File: src/rtl/router_pkg.sv
// Shared definitions for the router ejection path: header field layout and
// the eject FSM state encoding.
package router_pkg;

  localparam int RST_CMD_BIT = 63;
  localparam int LEN_LSB     = 0;
  localparam int LEN_W       = 16;

  typedef enum logic [1:0] {
    HDR  = 2'd0,
    DATA = 2'd1,
    PRST = 2'd2
  } eject_state_e;

endpackage

File: src/rtl/router_sync_fifo.sv
// Single-clock FIFO with combinational head read. Push while full is dropped
// unless a pop happens in the same cycle.
module router_sync_fifo #(
  parameter int Width = 65,
  parameter int Depth = 8
) (
  input  logic                     i_clk,
  input  logic                     i_rst_n,
  input  logic                     i_push,
  input  logic [Width-1:0]         i_wdata,
  input  logic                     i_pop,
  output logic [Width-1:0]         o_rdata,
  output logic                     o_full,
  output logic                     o_empty,
  output logic [$clog2(Depth):0]   o_count
);

  localparam int AW = $clog2(Depth);

  logic [Width-1:0] r_mem [Depth];
  logic [AW-1:0]    r_wptr, r_rptr;
  logic [AW:0]      r_count;
  logic             w_wr, w_rd;

  assign o_empty = (r_count == '0);
  assign o_full  = (r_count == (AW+1)'(Depth));
  assign o_count = r_count;
  assign o_rdata = r_mem[r_rptr];

  assign w_rd = i_pop & ~o_empty;
  assign w_wr = i_push & (~o_full | w_rd);

  always_ff @(posedge i_clk or negedge i_rst_n) begin
    if (!i_rst_n) begin
      r_wptr  <= '0;
      r_rptr  <= '0;
      r_count <= '0;
    end else begin
      if (w_wr) r_wptr <= r_wptr + 1'b1;
      if (w_rd) r_rptr <= r_rptr + 1'b1;
      r_count <= r_count + (AW+1)'(w_wr) - (AW+1)'(w_rd);
    end
  end

  // storage is not reset; PE_D is gated by PE_VALID at the top level
  always_ff @(posedge i_clk) begin
    if (w_wr) r_mem[r_wptr] <= i_wdata;
  end

endmodule

File: src/rtl/router_pe_eject.sv
// Router-to-PE ejection: buffers router words, strips frame headers, hands
// payload to the PE over valid/ready and turns reset headers into PE_RST.
module router_pe_eject
  import router_pkg::*;
#(
  parameter int Depth     = 8,
  parameter int RstCycles = 16
) (
  input  logic        CLK,
  input  logic        RST,
  input  logic [63:0] D,
  input  logic        D_VALID,
  input  logic        D_SOF,
  output logic        D_BP,
  output logic [63:0] PE_D,
  output logic        PE_VALID,
  input  logic        PE_READY,
  output logic        PE_LAST,
  output logic        PE_RST,
  output logic        PE_ERR
);

  localparam int CW = $clog2(Depth) + 1;

  logic [64:0]      w_head;
  logic             w_full, w_empty, w_pop, w_push_ok;
  logic [CW-1:0]    w_count, w_cnt_nxt;
  logic             w_head_sof, w_hdr_rst;
  logic [LEN_W-1:0] w_hdr_len;

  eject_state_e     r_state, w_state_nxt;
  logic [LEN_W-1:0] r_rem, w_rem_nxt;
  logic [7:0]       r_rcnt, w_rcnt_nxt;
  logic             r_bp, r_pe_rst;
  logic             w_valid, w_last, w_err;

  router_sync_fifo #(.Width(65), .Depth(Depth)) u_fifo (
    .i_clk   (CLK),
    .i_rst_n (RST),
    .i_push  (D_VALID),
    .i_wdata ({D_SOF, D}),
    .i_pop   (w_pop),
    .o_rdata (w_head),
    .o_full  (w_full),
    .o_empty (w_empty),
    .o_count (w_count)
  );

  assign w_head_sof = w_head[64];
  assign w_hdr_rst  = w_head[RST_CMD_BIT];
  assign w_hdr_len  = w_head[LEN_LSB +: LEN_W];

  always_comb begin
    w_state_nxt = r_state;
    w_rem_nxt   = r_rem;
    w_rcnt_nxt  = r_rcnt;
    w_pop       = 1'b0;
    w_valid     = 1'b0;
    w_last      = 1'b0;
    w_err       = 1'b0;
    unique case (r_state)
      HDR: if (!w_empty) begin
        // headers are consumed internally; stray payload words just fall out
        w_pop = 1'b1;
        if (w_head_sof) begin
          if (w_hdr_rst) begin
            w_rcnt_nxt  = 8'(RstCycles);
            w_state_nxt = PRST;
          end else if (w_hdr_len != '0) begin
            w_rem_nxt   = w_hdr_len;
            w_state_nxt = DATA;
          end
        end
      end
      DATA: if (!w_empty) begin
        if (w_head_sof) begin
          // truncated frame: leave the new header for HDR to decode
          w_err       = 1'b1;
          w_state_nxt = HDR;
        end else begin
          w_valid = 1'b1;
          w_last  = (r_rem == LEN_W'(1));
          if (PE_READY) begin
            w_pop     = 1'b1;
            w_rem_nxt = r_rem - LEN_W'(1);
            if (r_rem == LEN_W'(1)) w_state_nxt = HDR;
          end
        end
      end
      PRST: begin
        w_rcnt_nxt = r_rcnt - 8'd1;
        if (r_rcnt == 8'd1) w_state_nxt = HDR;
      end
      default: w_state_nxt = HDR;
    endcase
  end

  assign w_push_ok = D_VALID & (~w_full | w_pop);
  assign w_cnt_nxt = w_count + CW'(w_push_ok) - CW'(w_pop);

  always_ff @(posedge CLK or negedge RST) begin
    if (!RST) begin
      r_state  <= HDR;
      r_rem    <= '0;
      r_rcnt   <= '0;
      r_bp     <= 1'b0;
      r_pe_rst <= 1'b0;
    end else begin
      r_state  <= w_state_nxt;
      r_rem    <= w_rem_nxt;
      r_rcnt   <= w_rcnt_nxt;
      r_bp     <= (w_cnt_nxt >= CW'(Depth - 2));
      r_pe_rst <= (w_state_nxt == PRST);
    end
  end

  assign D_BP     = r_bp;
  assign PE_RST   = r_pe_rst;
  assign PE_VALID = w_valid;
  assign PE_LAST  = w_last;
  assign PE_ERR   = w_err;
  assign PE_D     = w_valid ? w_head[63:0] : '0;

endmodule

File: config.mk
export PLATFORM = sky130hd
export DESIGN_NAME = router_pe_eject
export DESIGN_NICKNAME = d
export VERILOG_FILES = /design/src/rtl/router_pkg.sv /design/src/rtl/router_sync_fifo.sv /design/src/rtl/router_pe_eject.sv
export SDC_FILE = /design/constraint.sdc
export NUM_CORES = 1
export LEC_CHECK = 0
export ABC_AREA = 1
export BUFFER_PORTS_ARGS = -buffer_cell sky130_fd_sc_hd__buf_2
export CAP_MARGIN = 15
export CORE_ASPECT_RATIO = 1.4
export CORE_UTILIZATION = 50
export CTS_BUF_LIST = sky130_fd_sc_hd__clkbuf_16
export DETAILED_ROUTE_END_ITERATION = 8
export GPL_TIMING_DRIVEN = 1
export HOLD_SLACK_MARGIN = 0.12
export PLACE_DENSITY = 0.75
export SLEW_MARGIN = 20
export SYNTH_ARGS = -nofsm -noshare
export SYNTH_HDL_FRONTEND = slang
export SYNTH_SLANG_ARGS = --single-unit
File: constraint.sdc
create_clock -name CLK -period 17.1 [get_ports CLK]
set_input_delay 0.855 -clock CLK [delete_from_list [all_inputs] [get_ports CLK]]
set_output_delay 0.855 -clock CLK [all_outputs]
set_load 0.02 [all_outputs]
== Word level (Yosys, flattened, before mapping) ==
Memory sizes are Yosys's and may differ from the RTL's.
Cells that the tools add are included.
W data, S select, Z words.
Cells by class
  add/sub/neg operators: 8
  magnitude comparators: 1
  equal/unequal tests: 14
  mux-type cells: 39
  bitwise operators: 7
  reductions and logical operators: 7
Operators by type and width (count)
  $mux W16: 7
  $mux W64: 1
  $pmux W16 S2: 1
  $mux W8: 3
  $mux W2: 9
  $eq A16 B1 Y1 const B: 1
  $pmux W8 S2: 1
  $reduce_bool A16 Y1: 1
  $sub A16 B1 Y16 const B: 1
  $mux W1: 15
  $ne A2 B2 Y1 const B: 7
  $add A4 B1 Y4: 2
  $eq A8 B1 Y1 const B: 1
  $reduce_and A8 Y1: 1
  $sub A4 B1 Y4: 2
  $sub A8 B1 Y8 const B: 1
  $add A3 B1 Y3 const B: 2
  $pmux W2 S3: 1
  $eq A2 B2 Y1 const B: 2
  $eq A4 B4 Y1 const B: 1
  $ge A4 B3 Y1 const B: 1
  $logic_not A4 Y1: 1
  $reduce_and A4 Y1: 1
  $reduce_bool A2 Y1: 2
  other kinds (7): 11
Storage, ports and cells
  flip-flop bits (word level): 38
  memory bits (writable): 520
  output and inout port bits: 69
  logic and storage cells: 85
  memories: 1
Memories
  u_fifo.r_mem: words 8, width 65, read ports 1, clocked after Yosys merged registers in 0, write ports 1, RTL line router_sync_fifo.sv:20  | logic [Width-1:0] r_mem [Depth];

== Longest topological paths before layout ==
Gate-level depths: netlist of the first run.
  depth after elaboration: 9
  mapped depth: 19
  depth with buffers taken out: 16

== Hierarchy ==
From an unflattened synthesis of the first run, not the netlist that was laid out.
Unflattened totals
  cell total of the unflattened synthesis: 2262
  area total of the unflattened synthesis: 24155.7 µm²
By module, submodules not included
  router_sync_fifo: instances 1, cells each 1803, area each 21445.6 µm²
  router_pe_eject: instances 1, cells each 459, area each 2710.1 µm²

== Least setup slack after synthesis of the first run ==
OpenSTA, ideal clock, no wires.
  path type: register to register
  start point: register u_fifo.r_rptr[0]
  end point: memory u_fifo.r_mem[5][0], enable pin
  library setup time: 568 ps
  arrival: 5989 ps
  path slack: 10542 ps
  cell stages (with the launch flop): 13
  cells stage by stage: dfrtp_1 buf_6 buf_8 buf_6 nor2_1 nor2_1 o21ai_1 o211ai_2 nand2_2 nand4_1 nand4_1 nand2_2 nor3_1
On the way
  cells in the longest elaborated chain, start to end: 9
RTL lines
  start, declared: RTL line router_sync_fifo.sv:21  | logic [AW-1:0] r_wptr, r_rptr;
  start signal, assigned: RTL line router_sync_fifo.sv:40  | if (w_rd) r_rptr <= r_rptr + 1'b1;
  $mem_v2 Z8 W65
  $mux W1: RTL line router_pe_eject.sv:76  | if (w_head_sof) begin
  $mux W1: RTL line router_pe_eject.sv:75  | DATA: if (!w_empty) begin
  $pmux W1 S2: RTL line router_pe_eject.sv:61  | unique case (r_state)
  $and A1 B1 Y1: RTL line router_sync_fifo.sv:30  | assign w_rd = i_pop & ~o_empty;
  $or A1 B1 Y1: RTL line router_sync_fifo.sv:31  | assign w_wr = i_push & (~o_full | w_rd);
  $and A1 B1 Y1: RTL line router_sync_fifo.sv:31
  $mux W1: RTL line router_sync_fifo.sv:47  | if (w_wr) r_mem[r_wptr] <= i_wdata;
  $mux W1 (not written as such): RTL line router_sync_fifo.sv:47
  end, declared: RTL line router_sync_fifo.sv:20
Every way passes these cells.

== Worst setup path after layout of the first run ==
  start point: register u_fifo.r_rptr[0]
  end point: output PE_D[21]
On the way
  cells in the longest elaborated chain, start to end: 5
RTL lines
  $mem_v2 Z8 W65 *
  $mux W1: RTL line router_pe_eject.sv:76
  $mux W1: RTL line router_pe_eject.sv:75
  $mux W1: RTL line router_pe_eject.sv:61
  $mux W64 *: RTL line router_pe_eject.sv:122  | assign PE_D = w_valid ? w_head[63:0] : '0;
  end, declared: RTL line router_pe_eject.sv:15  | output logic [63:0] PE_D,
Every way passes the cells marked *; elsewhere a longest branch is shown, timed or not.

==> qor.csv, run 1 <==
metric,value,unit
run status,"finished, final reports clean",
floorplan die height,257,microns
per-instance average area after synthesis,12.0,sq um
GR Overflow Total,0,
violation count after the first detailed-routing iteration,1224,
via count of the first global-routing pass,15300,
static power due to leakage,0.00997,uW
cell taking the most area after synthesis,sky130_fd_sc_hd__edfxtp_1,
count of state elements after synthesis,558,
first-pass GRT wire length,81200,microns
FF-to-FF End,u_fifo.r_mem[0][26],
Bufs on Longest Clock Path,3,
chip width,184,microns
Initial Utilization,0.507,
Setup Buffers After CTS,0,
setup skew after layout,24.4,ps
reg2reg setup slack,12530,ps
tightest slew margin relative to the limit,0.244,
Yosys top cell area share,0.671,
critical path data arrival time,4860,ps
Syn Inst Count,1935,
"Async S/R FF share, synth",0.0681,
accumulated negative setup slack,0,ps
"top cells by count, synth","sky130_fd_sc_hd__edfxtp_1 (520), sky130_fd_sc_hd__nand2_1 (511), sky130_fd_sc_hd__a21oi_1 (154)",
maximum clock rate,175,MHz
DRT Pass-1 Iters,7,
number of antenna violations at the first check in global routing,10,
final critical-path required period,5720,ps
clock edge transition at the registers on the reported setup and hold paths,60,ps
origin of the worst setup path,u_fifo.r_rptr[0],
count of final setup violators,0,
number of antenna-violating nets in the routed design,0,
Hold Crit Class,input port to async pin,
data required time of the critical path,16250,ps
RSZ-0062 raised after global routing,no,
sequential element share of the synthesized area,0.711,
total power per unit cell area,177,nW/um^2
# port buffers,137,
Worst Setup EP,PE_D[21],
count of yosys warnings during synthesis,0,
sort of element at the start of the critical path,register,
drt wl/cell,19.3,microns
Setup crit end kind,output port,
Die Area,47400,sq um
worst r2r src,u_fifo.r_rptr[2],
number of nets in the final layout,2119,
post-route clock period utilization,0.334,
vias per std cell,5.66,
Inserted Clock Buffers,52,
top-level I/O count,138,
proportion of layout cells with a drive suffix above 1,0.128,
number of sinks on the clock net,558,
fraction of the core area covered by cells at the end of the flow,0.569,
total number of placement rows,93,
total wirelength of the detailed-routed design,52000,microns
Tot GR Track Use,0.221,
clock root cell,sky130_fd_sc_hd__clkbuf_16,
critical path type,register to output port,
Register-to-Register Path Depth,8,
"top cells by area, synth","sky130_fd_sc_hd__edfxtp_1 (67%), sky130_fd_sc_hd__nand2_1 (8.2%), sky130_fd_sc_hd__dfrtp_1 (4.1%)",
area of the core region,46000,sq um
number of max-capacitance violations reported,0,
actual slew at the worst max-slew pin,1130,ps
H-tree level count,2,
via count,15300,
net count after synthesis,2021,
pin count of the biggest net entering global routing,103,
Synth Cell Area,23300,sq um
post-DP HPWL,28100,microns
Power Total,4640,uW
clk_lat worst skew,590,ps
post-cts sizing count,0,
Layout Area Growth over Synthesis,12.3,%
top-count cell post-synth,sky130_fd_sc_hd__edfxtp_1,
maximum fanout count along the critical path,91,
last weighted congestion value of the routability-driven placer,0.824,
count of final hold-check violations,0,
clock tree from TritonCTS,built,
total of hold buffers inserted after clock tree synthesis,0,
number of design rule violations left after detail routing,0,
number of enable flip-flop cells after synthesis,520,
number of library cell types mapped by synthesis,42,
Worst VDD drop,0.105,mV
number of slew-limit violations in the final report,0,
most common flop cell mapped by yosys,sky130_fd_sc_hd__edfxtp_1,
[worst max-delay path: stages (launching register included)]
cell                       delay [ps]
sky130_fd_sc_hd__dfrtp_4          650
sky130_fd_sc_hd__inv_6            490
sky130_fd_sc_hd__buf_4            840
sky130_fd_sc_hd__buf_4            840
sky130_fd_sc_hd__nand2_1          110
sky130_fd_sc_hd__a22oi_1          230
sky130_fd_sc_hd__nor2_1            60
sky130_fd_sc_hd__a211oi_1         630
sky130_fd_sc_hd__buf_2            290
[registers in the layout, indices dropped and copies added (netlist names)]
register and cells:
u_fifo.r_wptr 3, u_fifo.r_rptr 3, u_fifo.r_mem 520, r_rcnt 8, r_rem 16, PE_RST 1, u_fifo.o_count 4, r_state 2
D_BP 1
[final cells by class]
class,instances,area (sq um)
Clock buffer,54,1350
Tap cell,617,772
Fill cell,3639,19800
Antenna cell,5,12.5
Inverter,132,503
Multi-Input combinational cell,1131,5720
Sequential cell,558,16600
Clock inverter,43,372
Timing Repair Buffer,158,843
[power by group]
part	total [uW]	internal, uW	switching [uW]
sequential	1840	1720	121
clock	1160	664	495
combinational	1640	493	1150
[cell usage in the layout (no fill, tap or decap), drive strengths merged, types with 2 or more instances in the layout]
cell,Yosys,final
fa,2,2
buf,60,158
a22oi,47,47
clkbuf,54,54
nor2,120,120
a31oi,4,4
a31o,2,2
a211oi,47,47
nand3,84,84
diode,0,5
clkinv,1,30
xnor2,4,4
nor3,6,6
o211ai,4,4
ha,15,15
nand2,515,515
xor2,9,9
nand4,23,23
o22ai,4,4
o21ai,40,40
a21oi,155,155
edfxtp,520,520
dfrtp,38,38
inv,131,139
a32o,47,47
bufinv,0,6
[through the flow]
step           hold WS (ps)  cells  area [sq um]  setup WS (ps)
2_1_floorplan           457   1935         23300          10540
3_3_place_gp            480   2596         24400          12110
3_5_place_dp            489   2596         24400          12080
4_1_cts                 425   2693         26100          11460
5_1_grt                 466   2696         26100          11160
6_report                395   2698         26200          11380
[layer usage]
layer	routed length (microns)	track usage	vias up
met3	3410	0.0381	110
met1	20500	0.272	7498
met5	77	0	-
met4	1340	0.0799	12
li1	-	-	7080
met2	26700	0.388	564
[cells by family after synthesis]
logic type,after synthesis,synth area share
and+or+nand+nor,749,0.130
DFF,558,0.711
AOI/OAI and AO/OA,352,0.0985
buffers and inverters,246,0.0458
adders and majority gates,17,0.00978
xor gates and xnor gates,13,0.00489
[how the worst min path moves through the flow]
stage                     slack (ps)  cells past startpoint   endpoint  startpoint
final                            400                      1   r_rem[6]         RST
after global routing             470                      1   r_rem[6]         RST
after CTS                        420                      1   r_rem[5]         RST
after detailed placement         490                      2   r_rem[4]    r_rem[4]
after global placement           480                      2  r_rem[13]   r_rem[13]
after floorplan                  460                      2   r_rem[7]    r_rem[7]
(Power assumes the default switching activity.)
==> inputs of run 2 (changes only) <==
Settings changed: ABC_AREA 1 to 0.
Clock period 17.1 ns to 5.7 ns, I/O delays scaled along.
==> qor.csv, run 2 <==
metric,value,unit,change
Top Registers,"u_fifo.r_mem (520), r_rem (16), r_rcnt (8)",,
number of design rule violations left after detail routing,7,,+7
worst slack after detailed placement,1680,ps,-10410 ps
Die Area,45000,sq um,-5.2%
total wirelength of the detailed-routed design,44000,microns,-15%
violation count after the first detailed-routing iteration,891,,-27%
static power due to leakage,0.00889,uW,-11%
Worst VDD drop,0.282,mV,+170%
origin of the worst setup path,u_fifo.r_rptr[1],,
"commonest cells after routing, fill and taps aside","sky130_fd_sc_hd__edfxtp_1 (520), sky130_fd_sc_hd__buf_2 (137), sky130_fd_sc_hd__mux4_2 (128)",,
proportion of layout cells with a drive suffix above 1,0.278,,+0.150
fraction of the core area covered by cells at the end of the flow,0.594,,+0.0245
chip width,180,microns,-2.6%
cell taking the most area after synthesis,sky130_fd_sc_hd__edfxtp_1,,
Power Total,12500,uW,+170%
clk_lat worst skew,570,ps,-20 ps
per-instance average area after synthesis,20.2,sq um,+68%
FF-to-FF End,r_rem[12],,
clock edge transition at the registers on the reported setup and hold paths,70,ps,about the same
worst r2r src,u_fifo.r_rptr[2],,
area of the multi-input gates,5250,sq um,-8.2%
setup skew after layout,19.2,ps,-5.12 ps
critical path type,register to output port,,
critical path data arrival time,4110,ps,-750 ps
most common library cell in the layout ignoring fill and taps,sky130_fd_sc_hd__edfxtp_1,,
max reg flops,520,,unchanged
sequential element share of the synthesized area,0.751,,+0.0393
number of nets in the final layout,1400,,-34%
DRT Pass-1 Iters,7,,unchanged
final hold slack,151,ps,-245 ps
pin count of the biggest net entering global routing,66,,-36%
Worst Min Path Start,PE_READY,,
tightest slew margin relative to the limit,0.334,,+0.0899
Initial Utilization,0.509,,+0.00234
count of state elements after synthesis,558,,unchanged
count of yosys warnings during synthesis,0,,unchanged
number of antenna-violating nets in the routed design,0,,unchanged
count of filler cells inserted in the layout,3061,,-16%
sort of element at the start of the critical path,register,,
run status,"complete, but fails checks",,
Hold Crit Class,input port to register,,
top-count cell post-synth,sky130_fd_sc_hd__edfxtp_1,,
Layout Area Growth over Synthesis,16.6,%,
placed inst area,23500,sq um,-3.7%
post-route clock period utilization,0.770,,
Inserted Clock Buffers,50,,-3.8%
first-pass GRT wire length,68100,microns,-16%
total power per unit cell area,484,nW/um^2,+170%
data required time of the critical path,5410,ps,-10840 ps
maximum fanout count along the critical path,45,,-51%
Setup crit end kind,output port,,
GR Overflow Total,0,,unchanged
most common flop cell mapped by yosys,sky130_fd_sc_hd__edfxtp_1,,
clock root cell,sky130_fd_sc_hd__clkbuf_16,,
number of slew-limit violations in the final report,0,,unchanged
floorplan die height,251,microns,-2.6%
"Design Area, Final",25700,sq um,-1.6%
Bufs on Longest Clock Path,3,,unchanged
clock tree from TritonCTS,built,,
reg2reg setup slack,1660,ps,-10870 ps
count of final hold-check violations,0,,unchanged
actual slew at the worst max-slew pin,990,ps,-144 ps
# port buffers,137,,unchanged
final critical-path required period,4390,ps,
Register-to-Register Path Depth,7,,-1
last weighted congestion value of the routability-driven placer,0.892,,+8.2%
"top cells by count, synth","sky130_fd_sc_hd__edfxtp_1 (520), sky130_fd_sc_hd__mux4_2 (128), sky130_fd_sc_hd__nor2_1 (91)",,
number of library cell types mapped by synthesis,58,,+38%
RSZ-0062 raised after global routing,no,,
sequential cell area in the final layout,16600,sq um,unchanged
Synth Cell Area,22100,sq um,-5.2%
vias per std cell,5.88,,+3.9%
Worst Setup EP,PE_LAST,,
H-tree level count,2,,unchanged
number of max-capacitance violations reported,0,,unchanged
min setup slack post-route,1310,ps,-10070 ps
drt wl/cell,23.1,microns,+20%
"top cells by area, synth","sky130_fd_sc_hd__edfxtp_1 (71%), sky130_fd_sc_hd__mux4_2 (13%), sky130_fd_sc_hd__dfrtp_1 (4.3%)",,
violations in the final reports,DRC,,
number of enable flip-flop cells after synthesis,520,,unchanged
area of the core region,43400,sq um,-5.7%
net count after synthesis,1179,,-42%
register containing the most flip-flops in the final layout,u_fifo.r_mem,,
top-level I/O count,138,,unchanged
via count,11200,,-27%
maximum clock rate,228,MHz,
count of final setup violators,0,,unchanged
"Async S/R FF share, synth",0.0681,,unchanged
Yosys top cell area share,0.708,,+0.0371
via count of the first global-routing pass,11800,,-23%
total number of placement rows,90,,-3.2%
Tot GR Track Use,0.199,,-0.0227
number of antenna violations at the first check in global routing,3,,-7
Setup Buffers After CTS,0,,unchanged
post-cts sizing count,0,,unchanged
Syn Inst Count,1093,,-44%
number of sinks on the clock net,558,,unchanged
post-DP HPWL,23700,microns,-16%
## run 2: changes by cell type after synthesis, sizes merged, moves of 18 or more
cell,previous run,this run
nand4,23,4
a21oi,155,7
nand3,84,2
o21ai,40,22
mux4,0,128
nand2,515,16
mux2i,0,66
a22oi,47,1
a32o,47,1
buf,60,32
inv,131,18
clkbuf,54,22
a211oi,47,2
nor2,120,91
## run 2: cells by family (layout without fill, tap and decap cells)
logic type	Yosys count	count (layout)	share of synthesized area
xor gates and xnor gates	13	13	0.00516
adders and majority gates	17	17	0.0103
AOI/OAI and AO/OA	71	71	0.0217
and+or+nand+nor	164	164	0.0356
muxes	198	198	0.163
buffers and inverters	72	333	0.0136
DFF	558	558	0.751
other	0	2	0
## run 2: report_power, final
part,switching [uW],internal (uW)
sequential,451,5230
combinational,1910,1690
clock,1410,1760
total,3770,8680
## run 2: final cells by class
class,count,area share
timing repair buffer,223,0.0616
antenna,2,0.000194
multi-input combinational,463,0.204
inverter,18,0.00263
sequential,558,0.644
clock buffer,53,0.0515
tap,552,0.0268
clock inverter,39,0.00885
## run 2: worst min path at each step
stage / depth (start not counted) / to
2_1_floorplan: 0 / D_BP
3_3_place_gp: 1 / r_rem[14]
3_5_place_dp: 1 / r_rem[7]
4_1_cts: 4 / r_state[0]
5_1_grt: 4 / r_state[0]
6_report: 4 / r_state[0]
## run 2: layer usage
| metal | GRT usage | routed length, microns |
|---|---|---|
| met2 | 0.343 | 22500 |
| met5 | 0 | 8 |
| met1 | 0.255 | 17800 |
| met3 | 0.0366 | 2620 |
| met4 | 0.0628 | 1050 |
## run 2: what timing repair did
| item | in CTS | in global routing |
|---|---|---|
| hold buffers | 66 | 0 |
| setup endpoints to repair | 0 | 0 |
| hold endpoints to repair | 558 | 0 |
## run 2: stage by stage
step,instances,setup TNS [ps]
2_1_floorplan,1093,-586300
3_3_place_gp,1748,0
3_5_place_dp,1748,0
4_1_cts,1906,0
5_1_grt,1908,0
6_report,1908,0
## run 2: worst max-delay path, cell delays in order (launching register included)
cell                      delay (ps)
sky130_fd_sc_hd__dfrtp_4         660
sky130_fd_sc_hd__buf_4           680
sky130_fd_sc_hd__nor2b_1         100
sky130_fd_sc_hd__a22o_1          350
sky130_fd_sc_hd__o21ai_4         800
sky130_fd_sc_hd__buf_4           500
sky130_fd_sc_hd__inv_1            90
sky130_fd_sc_hd__and2_1          160
sky130_fd_sc_hd__buf_2           150
